--- config.mk ---
export PLATFORM = sky130hd
export DESIGN_NAME = ppu_vbuf_wr
export DESIGN_NICKNAME = d
export VERILOG_FILES = /design/src/rtl/ppu_vbuf_pkg.sv /design/src/rtl/ppu_vbuf_wr_fifo.sv /design/src/rtl/ppu_vbuf_wr.sv
export SDC_FILE = /design/constraint.sdc
export NUM_CORES = 1
export LEC_CHECK = 0
export CAP_MARGIN = 40
export CORE_UTILIZATION = 40
export DETAILED_ROUTE_END_ITERATION = 7
export MAX_ROUTING_LAYER = met4
export SYNTH_ARGS = -nofsm -noshare
export SYNTH_HDL_FRONTEND = slang
export SYNTH_SLANG_ARGS = --single-unit
--- constraint.sdc ---
create_clock -name i_lcd_clk -period 5.05 [get_ports i_lcd_clk]
set_input_delay 0.505 -clock i_lcd_clk [delete_from_list [all_inputs] [get_ports i_lcd_clk]]
set_output_delay 0.505 -clock i_lcd_clk [all_outputs]
set_load 0.02 [all_outputs]
--- src/rtl/ppu_vbuf_pkg.sv ---
// Shared definitions for the PPU video-buffer write path: frame geometry,
// address width, writer FSM states and the queued write-entry layout.
package ppu_vbuf_pkg;

  localparam int FRAME_W = 256;
  localparam int FRAME_H = 240;
  localparam int VBUF_AW = 17;

  // Coordinates of the final pixel of a frame.
  localparam logic [7:0] LAST_X = 8'(FRAME_W - 1);
  localparam logic [7:0] LAST_Y = 8'(FRAME_H - 1);

  typedef enum logic [1:0] {
    ST_IDLE   = 2'd0,
    ST_ACTIVE = 2'd1,
    ST_DONE   = 2'd2
  } state_t;

  // One queued write: target page, coordinates and colour code (25 bits).
  typedef struct packed {
    logic       page;
    logic [7:0] y;
    logic [7:0] x;
    logic [7:0] hsv;
  } vbuf_entry_t;

  // Video-buffer address of an entry: {page, y, x}.
  function automatic logic [VBUF_AW-1:0] entry_addr(input vbuf_entry_t e);
    return {e.page, e.y, e.x};
  endfunction

endpackage

--- src/rtl/ppu_vbuf_wr_fifo.sv ---
// Synchronous write FIFO for the video-buffer writer. Registered occupancy
// count, head available combinationally from storage. DEPTH must be a power
// of two (>= 2) so the pointers wrap naturally.
module ppu_vbuf_wr_fifo
  import ppu_vbuf_pkg::*;
#(
  parameter int DEPTH = 8
) (
  input  logic        i_lcd_clk,
  input  logic        i_lcd_rstn,
  input  logic        push,
  input  vbuf_entry_t push_data,
  input  logic        pop,
  output vbuf_entry_t head,
  output logic        full,
  output logic        empty
);

  localparam int PW = $clog2(DEPTH);

  vbuf_entry_t   mem [DEPTH];
  logic [PW-1:0] wr_ptr;
  logic [PW-1:0] rd_ptr;
  logic [PW:0]   count;
  logic          do_push;
  logic          do_pop;

  // A push into a full FIFO is only legal when the head leaves this cycle.
  assign do_pop  = pop && !empty;
  assign do_push = push && (!full || do_pop);

  assign full  = (count == (PW + 1)'(DEPTH));
  assign empty = (count == '0);
  assign head  = mem[rd_ptr];

  // Pointer and occupancy bookkeeping.
  // NOTE: sequential state uses non-blocking assignments so every register
  // samples the pre-edge values, independent of statement order.
  always_ff @(posedge i_lcd_clk or negedge i_lcd_rstn) begin
    if (!i_lcd_rstn) begin
      wr_ptr <= '0;
      rd_ptr <= '0;
      count  <= '0;
    end else begin
      if (do_push) wr_ptr <= wr_ptr + 1'b1;
      if (do_pop)  rd_ptr <= rd_ptr + 1'b1;
      case ({do_push, do_pop})
        2'b10:   count <= count + 1'b1;
        2'b01:   count <= count - 1'b1;
        default: count <= count;
      endcase
    end
  end

  // Entry storage.
  // NOTE: storage is deliberately not reset; emptiness is tracked by count,
  // so stale contents are never observed and the array maps to plain RAM.
  always_ff @(posedge i_lcd_clk) begin
    if (do_push) mem[wr_ptr] <= push_data;
  end

endmodule

--- src/rtl/ppu_vbuf_wr.sv ---
// PPU video-buffer writer. Tags each pixel of the unstallable PPU stream
// with its (x, y) position and the page being drawn, queues it, and presents
// the queue head as a write request to the video buffer.
// Optional feature: define PPU_VBUF_WR_DROP_CNT_EN to build the saturating
// dropped-pixel counter on o_drop_cnt; otherwise o_drop_cnt is tied to 0.
module ppu_vbuf_wr
  import ppu_vbuf_pkg::*;
#(
  parameter int FIFO_DEPTH = 8
) (
  input  logic               i_lcd_clk,
  input  logic               i_lcd_rstn,
  input  logic               i_pix_vld,
  input  logic               i_pix_sof,
  input  logic [7:0]         i_pix_hsv,
  input  logic               i_rd_page,
  output logic               o_vbuf_we,
  output logic [VBUF_AW-1:0] o_vbuf_waddr,
  output logic [7:0]         o_vbuf_wdata,
  input  logic               i_vbuf_gnt,
  output logic               o_wr_page,
  output logic               o_frame_done,
  output logic               o_err_short,
  output logic               o_err_ovf,
  output logic [15:0]        o_drop_cnt
);

  state_t      state;
  logic [7:0]  x;
  logic [7:0]  y;
  logic        start;
  logic        take;
  logic        is_last;
  logic        pop;
  logic        push;
  logic        drop;
  logic        fifo_full;
  logic        fifo_empty;
  vbuf_entry_t push_entry;
  vbuf_entry_t head;

  // A sof pixel restarts the frame from any state; other pixels only count
  // while a frame is active, and are silently ignored otherwise.
  assign start   = i_pix_vld && i_pix_sof;
  assign take    = i_pix_vld && (i_pix_sof || (state == ST_ACTIVE));
  assign is_last = take && (push_entry.x == LAST_X) && (push_entry.y == LAST_Y);

  assign pop  = o_vbuf_we && i_vbuf_gnt;
  assign push = take && (!fifo_full || pop);
  assign drop = take && !push;

  // Build the entry for the incoming pixel; a sof pixel is (0,0) on the new page.
  // NOTE: every field gets a default first so no path leaves a latch behind.
  always_comb begin
    push_entry      = '0;
    push_entry.hsv  = i_pix_hsv;
    push_entry.page = o_wr_page;
    push_entry.x    = x;
    push_entry.y    = y;
    if (i_pix_sof) begin
      push_entry.page = ~i_rd_page;
      push_entry.x    = '0;
      push_entry.y    = '0;
    end
  end

  ppu_vbuf_wr_fifo #(
    .DEPTH(FIFO_DEPTH)
  ) u_fifo (
    .i_lcd_clk (i_lcd_clk),
    .i_lcd_rstn(i_lcd_rstn),
    .push      (push),
    .push_data (push_entry),
    .pop       (pop),
    .head      (head),
    .full      (fifo_full),
    .empty     (fifo_empty)
  );

  assign o_vbuf_we    = !fifo_empty;
  assign o_vbuf_waddr = entry_addr(head);
  assign o_vbuf_wdata = head.hsv;

  // Frame FSM: position counters, page selection, done pulse and sticky errors.
  always_ff @(posedge i_lcd_clk or negedge i_lcd_rstn) begin
    if (!i_lcd_rstn) begin
      state        <= ST_IDLE;
      x            <= '0;
      y            <= '0;
      o_wr_page    <= 1'b0;
      o_frame_done <= 1'b0;
      o_err_short  <= 1'b0;
      o_err_ovf    <= 1'b0;
    end else begin
      o_frame_done <= 1'b0;
      if (take) begin
        // Coordinates advance whether the pixel was queued or dropped.
        if (is_last) begin
          state        <= ST_DONE;
          x            <= '0;
          y            <= '0;
          o_frame_done <= 1'b1;
        end else begin
          state <= ST_ACTIVE;
          if (push_entry.x == LAST_X) begin
            x <= '0;
            y <= push_entry.y + 8'd1;
          end else begin
            x <= push_entry.x + 8'd1;
            y <= push_entry.y;
          end
        end
      end
      if (start) o_wr_page <= ~i_rd_page;
      if (start && (state == ST_ACTIVE)) o_err_short <= 1'b1;
      if (drop) o_err_ovf <= 1'b1;
    end
  end

`ifdef PPU_VBUF_WR_DROP_CNT_EN
  logic [15:0] drop_cnt;

  // Saturating dropped-pixel counter, restarted by each sof pixel.
  always_ff @(posedge i_lcd_clk or negedge i_lcd_rstn) begin
    if (!i_lcd_rstn) begin
      drop_cnt <= '0;
    end else if (start) begin
      drop_cnt <= {15'd0, drop};
    end else if (drop && (drop_cnt != 16'hFFFF)) begin
      drop_cnt <= drop_cnt + 16'd1;
    end
  end

  assign o_drop_cnt = drop_cnt;
`else
  assign o_drop_cnt = '0;
`endif

endmodule

==> flow_metrics.py, run 1 <==
metrics = {
    "sta": {
        "clock_skew_ps": 14.2,
        "fmax_mhz": 283,
        "finalHoldViolCount": 0,
        "finalSetupTns_ps": 0,
        "slew_headroom_pct": 49.7,
        "rsz0062_at_grt": "false",
        "finalSetupViolCount": 0,
        "min_period_over_period_pct": 69.9,
        "tightestPinTransition_ps": 734,
        "final.setup.worst_slack_ps": 1520,
        "report.final.slew_viol_count": 0,
        "fin_crit_ps": 3530,
    },
    "synth": {
        "synth_edf_count": 200,
        "yosysMostFrequentCell": "edfxtp_1",
        "syn_area_um2": 9480,
        "synth_commonest_cells": "edfxtp_1, mux4_2, dfrtp_1, mux2_2, nand2_1",
        "synth_top_cell_area_share_pct": 63.4,
        "syn-mean-instance-area_um2": 18.8,
        "synth_warnings": 0,
        "yosysSeqAreaShare_pct": 71.8,
        "syn_inst": 504,
        "synth_area_leaders": "edfxtp_1, mux4_2, dfrtp_1, mux2_2, buf_4",
        "ys_types": 52,
        "ys_seq_elements": 232,
        "synth_area_leader_cell": "edfxtp_1",
        "ys.flop_type": "edfxtp_1",
        "async_reset_ff_share_pct": 13.8,
    },
    "cells_and_area": {
        "antenna_cells": 0,
        "fin_nets": 589,
        "final_area_um2": 11100,
        "instances_no_fill": 901,
        "drive_gt1_share_pct": 24.1,
        "area_growth_pct": 16.9,
        "fill_cells": 1873,
    },
    "floorplanning": {
        "pin_count": 60,
        "initial_core_util_pct": 41.4,
        "die_w_um": 156,
        "fp-row-count": 55,
        "die_y_um": 156,
        "core_um2": 22900,
        "dieArea_um2": 24300,
    },
    "worst_setup_path": {
        "worstSetupStartpointType": "flip-flop",
        "criticalPathCategory": "reg -> out",
        "cp_data_arrival_time_ps": 3030,
        "crit_required_ps": 4550,
        "end_kind": "output port",
        "cp_max_fo": 28,
    },
    "clocking": {
        "cts_setup_buffers": 0,
        "clkTransAtPathRegs_ps": 60,
        "cts_max_level": 1,
        "cts.sink_count": 232,
        "cts_hold_buf": 0,
        "ctsResizeCount": 0,
        "cts_tree": "built",
        "clock_latency_ps": 530,
        "clockRootBuffer": "clkbuf_16",
        "cts_buffer_depth": 3,
        "cts_made_buffers": 26,
    },
    "place": {
        "dpl_cell_area_um2": 10300,
        "post-place-ws_ps": 1330,
        "port_buffers": 43,
        "place_inst": 853,
        "dp.final_hpwl_um": 10200,
        "globalplace.congestion": 0.793,
    },
    "global_routing": {
        "grtUsageTotal_pct": 16.4,
        "grtUsageMet3_pct": 2.75,
        "use_met1_pct": 21.3,
        "grt_max_degree": 33,
        "global_route.usage.met2_pct": 26.7,
        "busiest_layer": "met2",
        "grt_pass1_vias": 4986,
        "grt_pass1_wl_um": 28800,
        "grt_overflow": 0,
        "grt_antenna_before_repair": 0,
    },
    "routing": {
        "vias": 4699,
        "dr.pass1.iters": 4,
        "drcViolationCount": 0,
        "vias_per_cell": 5.22,
        "drt_iter0_drc": 293,
        "antenna_left": 0,
        "wl_per_cell_um": 20.4,
        "wl_um": 18400,
    },
    "power": {
        "sw_frac_of_total_pct": 29.5,
        "power_switching_uw": 1820,
        "peakVddDrop_mv": 0.364,
        "p_leak_uw": 0.00372,
        "p_int_uw": 4350,
        "p_seq_share_pct": 41.2,
        "pwr-share-comb_pct": 30.9,
        "clkPwrFrac_pct": 27.9,
        "p_per_area_nw_per_um2": 557,
    },
    "run_status": {
        "status": "finished, final reports clean",
    },
    "run": {
        "cap_violations": 0,
    },
    "worst_hold_path": {
        "min_path_type": "in -> async",
    },
}
==> cells by family (layout without fill, tap and decap cells) <==
logic type	count (synthesis)	in the layout	synth area share (%)
multiplexers	80	80	15.4
flip-flops	232	232	71.8
adder cells (fa/ha/maj)	7	7	0.924
XOR/XNOR	8	8	0.739
buffers and inverters	44	113	2.93
AND/OR/NAND/NOR	89	89	5.00
AO/OA/AOI/OAI	43	43	3.12
other	1	16	0.0396
==> metrics by stage <==
stage	utilization (%)	total power, µW	hold slack, ps
floorplan	-	3820	209
global placement	44.6	4470	472
detailed placement	44.9	4540	464
CTS	48.3	6270	401
global route	48.3	6460	437
finish	48.3	6170	398
==> worst max-delay path, cell delays in order (launching register included) <==
cell and delay [ps]:
dfrtp_4 770, buf_16 300, mux4_2 550, mux2_2 300, clkdlybuf4s50_1 560
==> flip-flops by register name, summed over array words and instances, names as in the netlist, 2 cells and up <==
signal	cells
u_fifo.mem	200
u_fifo.count	4
u_fifo.rd_ptr	3
state	2
x	8
y	8
u_fifo.wr_ptr	3
==> placed cells by master (no fill, tap or decap), types with 9 or more instances in the layout <==
cell type          n
clkdlybuf4s50_1   43
dfrtp_1           30
nor2_1             9
conb_1            16
clkbuf_16         26
nor2b_1           15
edfxtp_1         200
nand2_1           26
mux4_2            50
clkinv_1          11
o21ai_0           12
buf_4             13
mux2_2            27
==> worst paths after layout <==
path	start	end	slack [ps]	cells past startpoint
max	u_fifo.rd_ptr[0]	o_vbuf_waddr[11]	1520	4
min	i_lcd_rstn	u_fifo.wr_ptr[1]	400	2
max reg2reg	x[0]	y[5]	2300	7
min reg2reg	o_err_ovf	o_err_ovf	470	1
max in group asynchronous	i_lcd_rstn	u_fifo.rd_ptr[0]	4300	2
min in group i_lcd_clk	o_err_ovf	o_err_ovf	470	1
==> area by class of cell <==
cell class	count	area [µm²]	area share, %
flip-flops and latches	232	6810	61.5
clock buffers	30	666	6.01
repair buffers	59	591	5.33
clock inverters	18	121	1.10
inverters	6	22.5	0.203
well taps	313	392	3.54
multi-input cells	243	2470	22.3
==> power groups by stage <==
| stage | sequential (µW) | clock, µW | combinational, µW |
|---|---|---|---|
| floorplan | 2470 | 0 | 1350 |
| global route | 2580 | 1840 | 2040 |
| CTS | 2550 | 1760 | 1960 |
| global placement | 2690 | 0 | 1780 |
| detailed placement | 2590 | 0 | 1950 |
| finish | 2550 | 1720 | 1910 |
==> routing by layer <==
metal,share of wire [%],routed length [µm]
met4,2.2,401
met3,4.5,827
met2,50,9180
met5,0,0
met1,43,8010
Note: power is estimated with default switching activity, not from simulation.
==> inputs of run 2 (changes only) <==
==> constraint.sdc (replaced) <==
create_clock -name i_lcd_clk -period 3 [get_ports i_lcd_clk]
set_input_delay 0.3 -clock i_lcd_clk [delete_from_list [all_inputs] [get_ports i_lcd_clk]]
set_output_delay 0.3 -clock i_lcd_clk [all_outputs]
set_load 0.02 [all_outputs]
==> flow_metrics.py, run 2 (synthesis gave the netlist of run 1 again) <==
metrics = {
    "sta": {
        "final.setup.worst_slack_ps": 69.3,
        "finalSetupViolCount": 0,
        "report.final.slew_viol_count": 0,
        "fmax_mhz": 341,
        "fin_crit_ps": 2930,
        "tightestPinTransition_ps": 805,
        "clock_skew_ps": 8.40,
        "slew_headroom_pct": 44.8,
        "finalSetupTns_ps": 0,
        "min_period_over_period_pct": 97.7,
        "finalHoldViolCount": 0,
        "rsz0062_at_grt": "true",
    },
    "cells_and_area": {
        "antenna_cells": 0,
        "top_regs": "u_fifo.mem x200, x x8, y x8",
        "fin_nets": 611,
        "final_area_um2": 11300,
        "fill_cells": 1891,
        "drive_gt1_share_pct": 27.2,
        "area_growth_pct": 19.2,
        "largest_reg_flops": 200,
        "final_common_cell": "edfxtp_1",
        "regMostFlops": "u_fifo.mem",
        "final_cell_mix": "edfxtp_1, mux4_2, buf_4, clkdlybuf4s50_1, dfrtp_1",
    },
    "power": {
        "peakVddDrop_mv": 0.586,
        "p_int_uw": 7430,
        "pwr-share-comb_pct": 32.4,
        "sw_frac_of_total_pct": 29.4,
        "clkPwrFrac_pct": 27.2,
        "p_per_area_nw_per_um2": 931,
        "finalPower_uw": 10500,
        "p_leak_uw": 0.00394,
        "p_seq_share_pct": 40.4,
        "power_switching_uw": 3090,
    },
    "clocking": {
        "clkTransAtPathRegs_ps": 60,
        "cts.sink_count": 232,
        "cts_tree": "built",
        "clockRootBuffer": "clkbuf_16",
        "cts_max_level": 1,
        "cts_made_buffers": 25,
        "clock_latency_ps": 510,
        "cts_buffer_depth": 3,
    },
    "worst_setup_path": {
        "crit_family": "multiplexers",
        "slowest_delay_ps": 560,
        "cp_max_fo": 8,
        "crit_required_ps": 2700,
        "criticalPathCategory": "reg -> out",
        "cp_cell_sequence": "buf_4 > mux4_2 > mux2_2 > clkdlybuf4s50_1",
        "cp_num_buf_inv": 2,
        "end_kind": "output port",
        "crit_path_top_delay_cell": "dfrtp_4",
        "worstSetupStartpointType": "flip-flop",
        "cp_data_arrival_time_ps": 2630,
    },
    "global_routing": {
        "grt_antenna_before_repair": 0,
        "grt_max_degree": 33,
        "grt_overflow": 0,
        "grtUsageTotal_pct": 16.5,
        "grt_pass1_vias": 4968,
        "grt_pass1_wl_um": 29100,
    },
    "routing": {
        "dr.pass1.iters": 5,
        "vias": 4775,
        "antenna_left": 0,
        "wl_um": 18900,
        "drt_iter0_drc": 314,
        "wl_per_cell_um": 20.5,
        "vias_per_cell": 5.19,
        "drcViolationCount": 0,
    },
    "floorplanning": {
        "pin_count": 60,
        "die_w_um": 156,
        "dieArea_um2": 24300,
        "initial_core_util_pct": 41.4,
        "core_um2": 22900,
        "fp-row-count": 55,
        "die_y_um": 156,
    },
    "place": {
        "post-place-ws_ps": 214,
        "port_buffers": 43,
        "dp.final_hpwl_um": 11500,
        "globalplace.congestion": 0.788,
        "dpl_cell_area_um2": 10500,
    },
    "worst_hold_path": {
        "min_path_type": "in -> async",
    },
    "run_status": {
        "status": "finished, final reports clean",
    },
    "run": {
        "cap_violations": 0,
    },
}
==> run 2: through the flow <==
step | utilization [%] | cells | hold slack (ps)
final | 49.3 | 920 | 214
after global routing | 49.3 | 920 | 248
after CTS | 49.2 | 920 | 216
after detailed placement | 45.7 | 873 | 458
after global placement | 45.7 | 873 | 462
after floorplan | - | 519 | 4.41
==> run 2: worst paths after layout <==
kind / start / end / slack [ps] / depth (start not counted)
worst max-delay path: u_fifo.rd_ptr[0] / o_vbuf_waddr[11] / 70 / 4
worst min-delay path: i_lcd_rstn / o_frame_done / 210 / 2
worst max register to register: u_fifo.count[2] / u_fifo.count[2] / 480 / 10
worst min register to register: o_err_short / o_err_short / 480 / 1
max in group asynchronous: i_lcd_rstn / u_fifo.rd_ptr[1] / 2450 / 2
min in group i_lcd_clk: i_rd_page / o_wr_page / 440 / 2
==> run 2: final cells by class <==
class | count | area, µm² | share of cell area (%)
tap | 313 | 392 | 3.47
multi-input combinational | 243 | 2490 | 22.0
sequential | 232 | 6810 | 60.3
clock buffer | 36 | 697 | 6.17
clock inverter | 8 | 70.1 | 0.620
inverter | 6 | 22.5 | 0.199
timing repair buffer | 82 | 816 | 7.22
==> run 2: power groups by stage <==
stage / combinational (µW) / clock, µW / sequential, µW
3_3_place_gp: 3410 / 0 / 4310
2_1_floorplan: 2280 / 0 / 4160
3_5_place_dp: 3440 / 0 / 4340
4_1_cts: 3520 / 2930 / 4260
6_report: 3410 / 2860 / 4250
5_1_grt: 3650 / 3060 / 4290
==> run 2: worst register-to-register path, delay by kind of cell (launching register included) <==
family / cells / cell delay, ps
buf+inv: 1 / 110
fa+ha+maj: 2 / 450
flops: 1 / 420
xor+xnor: 3 / 460
compound gates: 1 / 140
simple gates: 3 / 820
==> run 2: timing repair <==
item,CTS,global route
gates resized for setup,3,11
setup buffers,3,0
hold buffers,0,0
setup endpoints to repair,21,12
==> run 2: per-layer routing <==
metal,track usage (%),wire length [µm]
met1,22.1,8750
met2,26.7,9190
met3,2.83,696
met4,3.41,238
met5,-,0
==> inputs of run 3 (changes only) <==
--- a/config.mk
+++ b/config.mk
@@ -11,4 +11,5 @@
 export MAX_ROUTING_LAYER = met4
 export SYNTH_ARGS = -nofsm -noshare
 export SYNTH_HDL_FRONTEND = slang
+export SYNTH_HIERARCHICAL = 1
 export SYNTH_SLANG_ARGS = --single-unit
==> flow_metrics.py, run 3 <==
metrics = {
    "run_status": {
        "status": "finished, final reports clean",
    },
    "synth": {
        "async_reset_ff_share_pct": 13.8,
        "synth_area_leader_cell": "edfxtp_1",
        "synth_commonest_cells": "edfxtp_1, mux4_2, dfrtp_1, mux2_2, nand2_1",
        "ys.flop_type": "edfxtp_1",
        "ys_seq_elements": 232,
        "synth_edf_count": 200,
        "synth_top_cell_area_share_pct": 61.7,
        "yosysSeqAreaShare_pct": 69.9,
        "syn_inst": 529,
        "synth_warnings": 6,
        "ys_types": 62,
        "yosysMostFrequentCell": "edfxtp_1",
        "syn-mean-instance-area_um2": 18.4,
        "synth_area_leaders": "edfxtp_1, mux4_2, dfrtp_1, mux2_2, mux4_1",
        "syn_area_um2": 9730,
    },
    "power": {
        "power_switching_uw": 3160,
        "clkPwrFrac_pct": 26.9,
        "p_leak_uw": 0.00423,
        "peakVddDrop_mv": 0.582,
        "pwr-share-comb_pct": 33.1,
        "p_int_uw": 7620,
        "sw_frac_of_total_pct": 29.3,
        "p_per_area_nw_per_um2": 929,
        "p_seq_share_pct": 40.0,
    },
    "worst_setup_path": {
        "r2r-end": "u_fifo/count[3]",
        "worstSetupStartpointType": "flip-flop",
        "r2r_cells": 11,
        "rr_startpoint": "u_fifo/count[0]",
        "cp_num_buf_inv": 2,
        "crit_required_ps": 2700,
        "rrSetupSlack_ps": 230,
        "crit_family": "multiplexers",
        "criticalPathCategory": "reg -> out",
        "crit_path_start": "u_fifo/rd_ptr[0]",
        "slowest_delay_ps": 540,
        "crit_path_top_delay_cell": "clkdlybuf4s50_1",
        "end_kind": "output port",
        "cp_max_fo": 20,
        "cp_cell_sequence": "buf_12 > mux4_2 > mux2_2 > clkdlybuf4s50_1",
        "cp_data_arrival_time_ps": 2610,
    },
    "clocking": {
        "cts_max_level": 1,
        "cts_hold_buf": 0,
        "cts_made_buffers": 26,
        "clockRootBuffer": "clkbuf_16",
        "clkTransAtPathRegs_ps": 60,
        "cts_tree": "built",
        "clock_latency_ps": 520,
        "cts_buffer_depth": 3,
        "cts.sink_count": 232,
    },
    "floorplanning": {
        "pin_count": 60,
        "die_y_um": 158,
        "core_um2": 23700,
        "die_w_um": 158,
        "dieArea_um2": 25000,
        "fp-row-count": 56,
        "initial_core_util_pct": 41.1,
    },
    "routing": {
        "vias_per_cell": 5.20,
        "vias": 4977,
        "dr.pass1.iters": 5,
        "antenna_left": 0,
        "wl_per_cell_um": 19.3,
        "wl_um": 18500,
        "drt_iter0_drc": 318,
        "drcViolationCount": 0,
    },
    "cells_and_area": {
        "final_area_um2": 11600,
        "final_cell_mix": "edfxtp_1, mux4_2, buf_4, clkdlybuf4s50_1, dfrtp_1",
        "final_common_cell": "edfxtp_1",
        "antenna_cells": 0,
        "largest_reg_flops": 200,
        "area_growth_pct": 19.3,
        "top_regs": "u_fifo/mem x200, x x8, y x8",
        "drive_gt1_share_pct": 26.6,
        "fin_nets": 640,
        "regMostFlops": "u_fifo/mem",
    },
    "sta": {
        "fin_crit_ps": 2910,
        "finalSetupTns_ps": 0,
        "final.setup.worst_slack_ps": 94.6,
        "min_period_over_period_pct": 96.8,
        "fmax_mhz": 344,
        "report.final.slew_viol_count": 0,
        "slew_headroom_pct": 62.2,
        "rsz0062_at_grt": "false",
        "tightestPinTransition_ps": 567,
        "finalSetupViolCount": 0,
        "finalHoldViolCount": 0,
        "clock_skew_ps": 9.92,
    },
    "global_routing": {
        "grt_pass1_wl_um": 29100,
        "grt_pass1_vias": 5259,
        "grt_max_degree": 25,
        "grt_antenna_before_repair": 0,
        "grt_overflow": 0,
        "grtUsageTotal_pct": 15.9,
    },
    "place": {
        "post-place-ws_ps": 191,
        "dp.final_hpwl_um": 11600,
        "globalplace.congestion": 0.832,
        "port_buffers": 43,
        "dpl_cell_area_um2": 10800,
    },
    "run": {
        "cap_violations": 0,
    },
    "worst_hold_path": {
        "min_path_type": "in -> async",
    },
}
-- run 3: cell count changes after synthesis, moves of 3 or more --
cell,change
mux4_1,+10
mux4_2,-10
inv_1,+7
nand2_1,-4
nand3_1,+4
o21ai_0,+4
and3_1,+3
nand3b_1,-3
nor2_1,+3
or2_2,+3
-- run 3: worst max path at each step --
stage	end	slack [ps]	depth (start not counted)
detailed placement	u_fifo/count[3]	190	13
floorplan	u_fifo/mem[7][0]	-300	8
CTS	o_vbuf_waddr[9]	4	4
finish	o_vbuf_wdata[6]	90	4
global placement	u_fifo/count[3]	310	11
global route	o_vbuf_wdata[2]	0.5	4
-- run 3: cell type report --
class                   count  area [µm²]
repair buffers             85         843
clock buffers              35         704
clock inverters            12        93.8
well taps                 319         399
multi-input cells         261        2710
flip-flops and latches    232        6810
inverters                  13        48.8
fillers                  1991       12100
-- run 3: power by group through the flow --
| stage | combinational, µW | sequential [µW] | clock, µW |
|---|---|---|---|
| 5_1_grt | 3830 | 4370 | 3100 |
| 6_report | 3570 | 4320 | 2900 |
| 4_1_cts | 3680 | 4320 | 2980 |
| 2_1_floorplan | 2460 | 4210 | 0 |
| 3_5_place_dp | 3580 | 4430 | 0 |
| 3_3_place_gp | 3550 | 4400 | 0 |
-- run 3: layer usage --
metal / wire, µm / share of wire [%] / global-route usage [%]
met1: 8290 / 45 / 21.3
met2: 8950 / 48 / 25.5
met3: 966 / 5.2 / 2.63
met4: 265 / 1.4 / 3.89
met5: 0 / 0 / -
-- run 3: logic make-up after synthesis --
group,share of synthesized area (%)
other,0.0385
and+or+nand+nor,6.09
buffers and inverters,3.17
adders and majority gates,0.977
muxes,15.8
AOI/OAI and AO/OA,3.28
xor gates and xnor gates,0.720
DFF,69.9
-- run 3: timing repair --
action                     CTS  global route
resized for setup            1            12
cloned                       0             0
setup buffers                3             0
setup endpoints to repair   23            12
-- run 3: through the flow --
step	util (%)	cells	total power (µW)	hold WS [ps]
after floorplan	-	544	6660	4.41
after detailed placement	45.5	907	8020	475
after global routing	49.0	957	11300	153
after CTS	48.9	957	11000	142
after global placement	45.4	906	7940	466
final	49.0	957	10800	148
